### src/rtl/macu_seq_pkg.sv
// rtl/macu_seq_pkg.sv - shared types and helpers for the MAC array sequencer
package macu_seq_pkg;

  typedef enum logic [2:0] {
    S_IDLE,
    S_LOAD_W,
    S_STREAM,
    S_DRAIN,
    S_DONE
  } state_e;

  // Activation accept to column-0 result: skew-in, ROWS MAC stages, output register.
  function automatic int default_lat(input int rows);
    return rows + 2;
  endfunction

  function automatic logic [31:0] onehot(input int unsigned idx);
    return 32'd1 << idx;
  endfunction

endpackage

### src/rtl/macu_vld_pipe.sv
// rtl/macu_vld_pipe.sv - {valid, last} delay line with one tap per array column
module macu_vld_pipe #(
  parameter int LAT  = 6,
  parameter int COLS = 4
) (
  input  logic            clk,
  input  logic            rst,
  input  logic            in_valid,
  input  logic            in_last,
  output logic [COLS-1:0] out_col_valid,
  output logic            out_last
);

  localparam int DEPTH = LAT + COLS - 1;

  logic [DEPTH-1:0] vld_q, vld_d;
  logic [DEPTH-1:0] last_q, last_d;

  // Free-running shift; bubbles enter as invalid slots and the line never stalls.
  always_comb begin
    vld_d     = '0;
    last_d    = '0;
    vld_d[0]  = in_valid;
    last_d[0] = in_valid & in_last;
    for (int i = 1; i < DEPTH; i++) begin
      vld_d[i]  = vld_q[i-1];
      last_d[i] = last_q[i-1];
    end
  end

  // Delay-line registers; reset flushes every slot so no stale results survive an abort.
  always_ff @(posedge clk) begin
    if (rst) begin
      vld_q  <= '0;
      last_q <= '0;
    end else begin
      vld_q  <= vld_d;
      last_q <= last_d;
    end
  end

  // Column c result lags column 0 by c cycles; last is reported at the final column.
  always_comb begin
    out_col_valid = '0;
    for (int c = 0; c < COLS; c++) begin
      out_col_valid[c] = vld_q[LAT-1+c];
    end
    out_last = vld_q[DEPTH-1] & last_q[DEPTH-1];
  end

endmodule

### src/rtl/macu_array_seq.sv
// rtl/macu_array_seq.sv - weight-load / stream / drain sequencer for a weight-stationary MAC array
module macu_array_seq
  import macu_seq_pkg::*;
#(
  parameter int ROWS  = 4,
  parameter int COLS  = 4,
  parameter int CNT_W = 16,
  parameter int LAT   = default_lat(ROWS)
) (
  input  logic             clk,
  input  logic             rst_n,
  input  logic             start,
  input  logic [CNT_W-1:0] vec_num,
  output logic             busy,
  output logic             done,
  input  logic             w_valid,
  output logic             w_ready,
  output logic [ROWS-1:0]  w_row_en,
  input  logic             x_valid,
  output logic             x_ready,
  output logic             x_en,
  output logic [COLS-1:0]  out_col_valid,
  output logic             out_last
);

  localparam int RW = (ROWS > 1) ? $clog2(ROWS) : 1;

  state_e           state_q, state_d;
  logic [CNT_W-1:0] vec_q, vec_d;
  logic [CNT_W-1:0] issued_q, issued_d;
  logic [RW-1:0]    row_q, row_d;
  logic             x_last;

  // Next-state, counters and handshake outputs.
  always_comb begin
    state_d  = state_q;
    vec_d    = vec_q;
    issued_d = issued_q;
    row_d    = row_q;

    busy     = (state_q != S_IDLE);
    done     = (state_q == S_DONE);
    w_ready  = (state_q == S_LOAD_W);
    x_ready  = (state_q == S_STREAM) && (issued_q != vec_q);
    x_en     = x_valid & x_ready;
    x_last   = x_en && (issued_q == vec_q - CNT_W'(1));
    w_row_en = (w_valid && w_ready) ? ROWS'(onehot(row_q)) : '0;

    case (state_q)
      S_IDLE: begin
        issued_d = '0;
        row_d    = '0;
        if (start) begin
          vec_d   = vec_num;
          state_d = (vec_num != '0) ? S_LOAD_W : S_DONE;
        end
      end
      S_LOAD_W: begin
        if (w_valid) begin
          if (row_q == RW'(ROWS - 1)) begin
            row_d   = '0;
            state_d = S_STREAM;
          end else begin
            row_d = row_q + RW'(1);
          end
        end
      end
      S_STREAM: begin
        if (x_en) begin
          issued_d = issued_q + CNT_W'(1);
          if (issued_d == vec_q) state_d = S_DRAIN;
        end
      end
      S_DRAIN: begin
        if (out_last) state_d = S_DONE;
      end
      S_DONE: begin
        state_d = S_IDLE;
      end
      default: state_d = S_IDLE;
    endcase
  end

  // Sequencer state registers with synchronous reset taking priority over start.
  always_ff @(posedge clk) begin
    if (rst_n) begin
      state_q  <= S_IDLE;
      vec_q    <= '0;
      issued_q <= '0;
      row_q    <= '0;
    end else begin
      state_q  <= state_d;
      vec_q    <= vec_d;
      issued_q <= issued_d;
      row_q    <= row_d;
    end
  end

  macu_vld_pipe #(
    .LAT  (LAT),
    .COLS (COLS)
  ) u_vld_pipe (
    .clk           (clk),
    .rst           (rst_n),
    .in_valid      (x_en),
    .in_last       (x_last),
    .out_col_valid (out_col_valid),
    .out_last      (out_last)
  );

endmodule

### config.mk
export PLATFORM = sky130hd
export DESIGN_NAME = macu_array_seq
export DESIGN_NICKNAME = d
export VERILOG_FILES = /design/src/rtl/macu_seq_pkg.sv /design/src/rtl/macu_vld_pipe.sv /design/src/rtl/macu_array_seq.sv
export SDC_FILE = /design/constraint.sdc
export NUM_CORES = 1
export LEC_CHECK = 0
export CORE_AREA = 8 8 88 90
export DETAILED_ROUTE_END_ITERATION = 8
export DIE_AREA = 0 0 96 98
export MAX_ROUTING_LAYER = met4
export PLACE_DENSITY = 0.78
export SLEW_MARGIN = 5
export SYNTH_ARGS = -nofsm -noshare
export SYNTH_HDL_FRONTEND = slang
export SYNTH_SLANG_ARGS = --single-unit
### constraint.sdc
create_clock -name clk -period 2.2 [get_ports clk]
set_input_delay 0.44 -clock clk [delete_from_list [all_inputs] [get_ports clk]]
set_output_delay 0.44 -clock clk [all_outputs]
set_load 0.01 [all_outputs]
Word-level counts from Yosys, hierarchy flattened. Index checks and enable logic that the tools add are counted.

Flip-flop bits (word level): 55. Output and inout port bits: 14.

Add/sub/neg operators: 3. Equality and inequality tests: 14. Shift-type cells: 1. Mux-type cells: 14. Bitwise gates (word level): 3. Reductions and logical operators: 12.

Operators by type and width (count): 16-bit equality test (2); 16-bit one-hot mux with 2 select lines (1); 3-bit 2-to-1 mux (7); 16-bit by 1-bit adder with 16-bit output (second input constant) (1); 16-bit 2-to-1 mux (1); 16-bit != test (1); 16-bit nonzero test (1); 16-bit by 1-bit subtractor with 16-bit output (second input constant) (1); 3-bit one-hot mux with 4 select lines (1); 3-bit by 2-bit equality test with 1-bit output (second input constant) (2); 2-bit by 1-bit != test with 1-bit output (second input constant) (3); 2-bit != test (second input constant) (3); 2-bit AND reduction (3); 6-bit AND reduction (1); 2-bit 2-to-1 mux (2); 4-bit 2-to-1 mux (1); 2-bit one-hot mux with 2 select lines (1); 2-bit nonzero test (2); 1-bit by 2-bit left shift with 4-bit output (first input constant) (1); 1-bit AND (3); 3-bit by 1-bit equality test with 1-bit output (second input constant) (1); 3-bit equality test (second input constant) (1); 1-bit logical AND (3); 3-bit zero test (1); other kinds (3) (3).

Depth between registers and ports, before layout. Gate-level depths: netlist of run 1.

Depth after elaboration: 5. Gate-level depth with buffers: 9. Mapped depth without buffers: 8.

Hierarchy. From an unflattened synthesis of run 1, not the netlist that was laid out.

Cell total of the unflattened synthesis: 414. Area total of the unflattened synthesis: 3349.5 µm².

Modules (own cells, without submodules): macu_array_seq (times used 1, cells each 372, area an instance 2807.7 µm², sequential area each 740.7 µm²); macu_vld_pipe (times used 1, cells each 42, area an instance 541.8 µm², sequential area each 360.3 µm²).

Least setup slack after synthesis of run 1. Ideal clock, no wire load.

Path type: register -> register. Start: register vec_q[6]. End: register u_vld_pipe.last_q[0]. Arrival: 2.259 ns. Required time: 2.112 ns. Slack: -0.146 ns. Stages on the path, launching flop included: 8. Period minus slack after synthesis: 2.346 ns. Path through: dfxtp_1 buf_6 or4_4 or4_4 mux2i_1 a21oi_1 or4_1 nor4_2.

Word-level cells in the longest chain between the ends: 5.

Ends and longest elaborated chain: start, declared (line macu_array_seq.sv:29) `logic [CNT_W-1:0] vec_q, vec_d;`; start signal, assigned (line macu_array_seq.sv:93) `vec_q <= vec_d;`; parallel branches: the longest is 4 deep, another holds 16-bit by 1-bit subtractor with 16-bit output; 1-bit AND * (line macu_vld_pipe.sv:24) `last_d[0] = in_valid & in_last;`; end signal, assigned (line macu_vld_pipe.sv:38) `last_q <= last_d;`; end, declared (line macu_vld_pipe.sv:17) `logic [DEPTH-1:0] last_q, last_d;`.

Every way passes the cells marked *. A chain may end at the register's enable or synchronous reset.

Worst setup path after layout of run 1.
Start: register vec_q[5]. End: register u_vld_pipe.last_q[0].

The elaborated chain is that of the path after synthesis.

==> run metrics, run 1 <==
Pins Over Slew Limit 0; Req. time, crit path 2.45 ns; fillers 540; EDFF count, synth 0; DRT Pass-1 Iters 6; Slew headroom 0.6628; Worst path depth 6; Seq/Total Area, Yosys 0.3462; Routed WL 9752 um; RSZ-0062 raised after global routing yes; area grow syn2layout 39.69%; antenna violations before repair 0; DR DRC count 0; grt ovf 0; average routed wire per standard cell 16.78 um; clock latency on the worst-skew pair 0.32 ns; Final WS setup -0.1762 ns; dpl hpwl 7538 um; Worst setup startpoint vec_q[5]; # diodes 0; predominant post-synthesis flop cell dfxtp_1; Final period util 1.080; WS Path Type reg2reg; Static Leak 1.814 nW; GP Congestion 1.049; Top Family by Delay on Critical Path simple AND/OR/NAND/NOR gates; combinational share of power 0.396; Critical Path Max Stage Delay 0.58 ns; Worst setup EP type flip-flop; Setup Viol. Count Final 3; worst hold path class reg2reg; nets 527; worst-path fanout max 3; core area 6494 um^2; Rows 30; post-synthesis net count 421; Peak Freq 420.8 MHz; clock net sink count 55; design area 4443 um^2; share of layout cells above drive strength 1 0.2774; H-tree levels 2; Root Buffer clkbuf_8; element type at the critical path start flip-flop; worst reg2reg path startpoint vec_q[5]; syn avg cell area 8.072 um^2; routed vias/inst 5.726; clk_skew 0.008127 ns; min-delay src u_vld_pipe.vld_q[0]; slowest stage cell on the critical path or4_4; Pwr Total 2.800 mW; Clock power frac 0.215; Post-Synthesis Cells 394; crit path DAT 2.63 ns; Max Cap Violations 0; CTS tree built; first-pass GRT wire length 15650 um; sw frac 0.3481; async set-or-reset flop fraction in the synthesized netlist 0; status finished with violations; antenna-violating nets left 0; DR vias 3327; critical path, cell by cell or4_4 > or4_4 > mux2i_2 > a21oi_1 > or4_1 > nor4_2; Peak VDD IR 407.4 uV; area of the multi-input gates 2049 um^2; Sw Pwr 974.6 uW; Initial Util 0.4898; Final min period 2.376 ns; Buf/Inv on CP 0; Internal Pwr Total 1.825 mW; Hold Path Stages 1; Mapped Area 3181 um^2; Placed Instance Area 4146 um^2; number of port buffers 34; fin cells 581; CP dominant cell by count or4_4; Die X 96 um; Slew @ Worst Pin 0.5045 ns; Ys Warns 0; Die Area 9408 um^2; Seq pwr share 0.389; Reg area 1117 um^2; Clock Tree Buf Depth 2; Hold Vio Cnt, Final 0; Cell Count Post-Placement 565; worst reg-to-reg path cell count 6; Synth Register Bits 55; Num CTS Buffers 5; vias in the first global route 3171; I/O pin cnt 35; Yosys cell types 55; failing checks setup timing; DR iter-0 viols 231; PwrDens 630.2 nW/um^2; gr usage total 0.2127; clock slew at reported path FFs 0.11 ns; largest net degree at the start of global routing 21; height of the die 98 um
## area by class of cell
class                   count  area share
multi-input cells         305      0.4613
flip-flops and latches     55      0.2515
repair buffers            125      0.2374
well taps                  80     0.02253
clock buffers               5     0.01549
inverters                   8    0.006759
clock inverters             3    0.005069
## synthesized netlist by cell type, drive strengths merged, types with 4 or more instances
library cell	number	share of area
or4	9	0.024
ha	6	0.024
clkbuf	17	0.020
a21oi	29	0.046
dfxtp	55	0.35
inv	8	0.0094
and2	8	0.016
o21ai	10	0.016
xnor2	19	0.055
buf	9	0.018
nor4	8	0.018
and3	6	0.012
nor3	8	0.013
nor2	32	0.038
nor3b	6	0.014
o211ai	6	0.014
a31oi	4	0.0079
nor2b	18	0.035
xor2	20	0.055
or3	5	0.0098
o31ai	5	0.012
nand2b	4	0.0079
nand2	46	0.054
nand3	7	0.011
o41ai	4	0.011
nand4	9	0.018
o21a	5	0.012
## cell families (layout without fill, tap and decap cells)
group / after synthesis / in the layout / share of synthesized area
multiplexers: 4 / 4 / 0.01298
adder cells (fa/ha/maj): 6 / 6 / 0.02360
buffers and inverters: 34 / 141 / 0.04799
AO/OA/AOI/OAI: 77 / 77 / 0.1546
flip-flops: 55 / 55 / 0.3462
AND/OR/NAND/NOR: 179 / 179 / 0.3049
XOR/XNOR: 39 / 39 / 0.1098
## power groups by stage
| stage | logic, mW | clock network [mW] | registers, mW |
|---|---|---|---|
| 3_3_place_gp | 0.977 | 0 | 1.10 |
| 3_5_place_dp | 0.993 | 0 | 1.11 |
| 5_1_grt | 1.19 | 0.644 | 1.09 |
| 4_1_cts | 1.03 | 0.600 | 1.08 |
| 2_1_floorplan | 0.554 | 0 | 1.10 |
| 6_report | 1.11 | 0.601 | 1.09 |
## path summary, 6_finish.rpt
path                     endpoint  slack [ns]
max          u_vld_pipe.last_q[0]       -0.18
min           u_vld_pipe.vld_q[1]        0.45
max reg2reg  u_vld_pipe.last_q[0]       -0.18
min reg2reg   u_vld_pipe.vld_q[1]        0.45
## repair_timing
action / CTS / global route
setup endpoints to repair: 8 / 14
pin swaps: 5 / 8
cloned: 0 / 1
buffers inserted: 4 / 3
gates resized for setup: 23 / 26
hold buffers: 0 / 0
## state kept, by name, indices dropped and copies added, names as in the netlist
signal             flops
u_vld_pipe.last_q      9
row_q                  2
state_q                3
u_vld_pipe.vld_q       9
issued_q              16
vec_q                 16
## metrics by stage
step                setup TNS (ns)    util  hold WS, ns  setup slack [ns]
global placement          -0.08512  0.6385       0.4190          -0.06102
CTS                        -0.3189  0.6611       0.4483           -0.1726
finish                     -0.4004  0.6842       0.4452           -0.1762
floorplan                 -0.09668       -       0.4138          -0.09668
global route               -0.6376  0.6842       0.4630           -0.2727
detailed placement         -0.2465  0.6385       0.4220           -0.1628
## placed cells by master (no fill, tap or decap), types with 6 or more instances in the layout
cell type,n
clkdlybuf4s50_1,27
nor2b_1,18
and3_1,6
and2_1,7
inv_1,7
nand2_1,45
dfxtp_1,44
nor3_1,7
dfxtp_2,10
nor2_1,30
o211ai_1,6
o21ai_0,9
a21oi_1,29
xor2_1,17
buf_4,87
ha_1,6
or4_1,6
nand4_1,9
xnor2_1,18
nand3_1,7
## routing by layer
| metal | vias up | part of all wire | track usage |
|---|---|---|---|
| li1 | 1606 | - | - |
| met1 | 1569 | 0.44 | 0.2749 |
| met2 | 129 | 0.47 | 0.3272 |
| met3 | 23 | 0.058 | 0.02916 |
| met4 | 0 | 0.031 | 0.07574 |
| met5 | - | 0 | - |
No activity file was read; power rests on OpenSTA's default activity.
==> run 2, diff against run 1 <==
- CORE_AREA: 8 8 88 90 -> 8 8 99 101
- DIE_AREA: 0 0 96 98 -> 0 0 107 109
- MAX_ROUTING_LAYER: met4 -> default
- PLACE_DENSITY: 0.78 -> 0.64
==> run 2 against run 1 <==
Net effect:
- the flow still finishes with violations (setup timing)
- critical path depth increased by 2
- sequential share of layout area decreased by 0.11 points
- total power decreased by 1.7%
- count of clock-buffer cells in the layout unchanged
- first-iteration DRC count decreased by 41%
- largest power group is now registers
==> run metrics, run 2 (synthesis gave the netlist of run 1 again) <==
status finished with violations; failing checks setup timing; Final min period 2.306 ns; Top Family by Delay on Critical Path simple AND/OR/NAND/NOR gates; area grow syn2layout 40.95%; Critical Path Max Stage Delay 0.38 ns; antenna violations before repair 0; antenna-violating nets left 0; WS Path Type reg2out; Static Leak 1.812 nW; Setup Viol. Count Final 3; critical path, cell by cell xor2_1 > nor4b_2 > nand4_1 > buf_4 > buf_4 > nor2_1 > nor2_1 > buf_2; Slew headroom 0.6191; DRT Pass-1 Iters 5; nets 527; Die Area 11660 um^2; core area 8381 um^2; Worst setup EP type output pin; Final WS setup -0.1064 ns; CTS tree built; first-pass GRT wire length 15250 um; worst hold path class reg2reg; DR iter-0 viols 136; Slew @ Worst Pin 0.5713 ns; DR vias 3163; vias in the first global route 3166; grt ovf 0; met2 Track Usage GR 0.2815; Hold Worst Slack 0.4407 ns; Req. time, crit path 1.76 ns; Largest regs issued_q (16), vec_q (16); largest net degree at the start of global routing 21; dpl hpwl 7168 um; I/O pin cnt 35; clock latency on the worst-skew pair 0.32 ns; Buf/Inv on CP 3; element type at the critical path start flip-flop; Die X 107 um; Rows 34; Root Buffer clkbuf_8; crit path DAT 1.87 ns; Hold Vio Cnt, Final 0; routed vias/inst 5.194; Most Crowded Layer GR met2; clock net sink count 55; clk_skew 0.009048 ns; number of port buffers 34; Routed WL 9339 um; share of layout cells above drive strength 1 0.2794; Peak VDD IR 302.9 uV; clock slew at reported path FFs 0.11 ns; most frequent cells in the layout buf_4 (88), nand2_1 (46), dfxtp_1 (44); Max Cap Violations 0; Post-CTS Hold Buffers 0; commonest non-fill, non-tap cell in the layout buf_4; Final period util 1.048; DR DRC count 0; PwrDens 614.0 nW/um^2; final core occ 0.5349; average routed wire per standard cell 15.33 um; H-tree levels 2; Fin Setup TNS -0.2691 ns; Num CTS Buffers 5; # diodes 0; Peak Freq 433.6 MHz; height of the die 109 um; slowest stage cell on the critical path dfxtp_4; Pwr Total 2.753 mW; RSZ-0062 raised after global routing yes; routing usage on met3 0.01950; grt met1 use 0.2037; Clock Tree Buf Depth 2; Initial Util 0.3795; GP Congestion 0.9754; Pins Over Slew Limit 0; worst-path fanout max 2; gr usage total 0.1633
==> run 2: changes by cell type in the layout (fill, tap and decap cells not counted), moves of 2 or more <==
cell     previous run  this run
dfxtp_2            10         8
xor2_1             17        19
xor2_2              3         1
dfxtp_4             1         3
==> run 2: path summary, 6_finish.rpt <==
path,cells after the start,slack [ns],startpoint,end
worst min register to register,1,0.44,u_vld_pipe.vld_q[0],u_vld_pipe.vld_q[1]
worst min-delay path,1,0.44,u_vld_pipe.vld_q[0],u_vld_pipe.vld_q[1]
worst max-delay path,8,-0.11,issued_q[1],x_ready
worst max register to register,6,-0.11,vec_q[3],u_vld_pipe.last_q[0]
==> run 2: per-layer routing <==
metal / part of all wire / wire, um
met2: 0.48 / 4510
met5: 0 / 0
met4: 0.021 / 199
met1: 0.47 / 4420
met3: 0.022 / 209
==> run 2: metrics by stage <==
step                cell area [um^2]  std cells  setup slack, ns
global placement                4174        592          -0.1301
floorplan                       3206        394         -0.09668
global route                    4483        609          -0.2121
detailed placement              4174        592          -0.1838
finish                          4483        609          -0.1064
CTS                             4357        605          -0.1244
==> run 2: cell type report <==
class	instances	area [um^2]
Clock buffer	5	68.82
Inverter	8	30.03
Clock inverter	3	27.53
Tap cell	108	135.1
Multi-Input combinational cell	305	2071
Timing Repair Buffer	125	1028
Fill cell	810	3897
Sequential cell	55	1122
==> run 2: timing repair <==
item | CTS | global route
setup buffers | 5 | 5
setup endpoints to repair | 8 | 10
gates resized for setup | 29 | 25
pin swaps | 8 | 9
==> run 2: power by group <==
group | switching (mW) | total, mW | internal (mW)
combinational | 0.526 | 1.06 | 0.531
clock | 0.372 | 0.607 | 0.235
sequential | 0.0476 | 1.09 | 1.04
total | 0.946 | 2.75 | 1.81
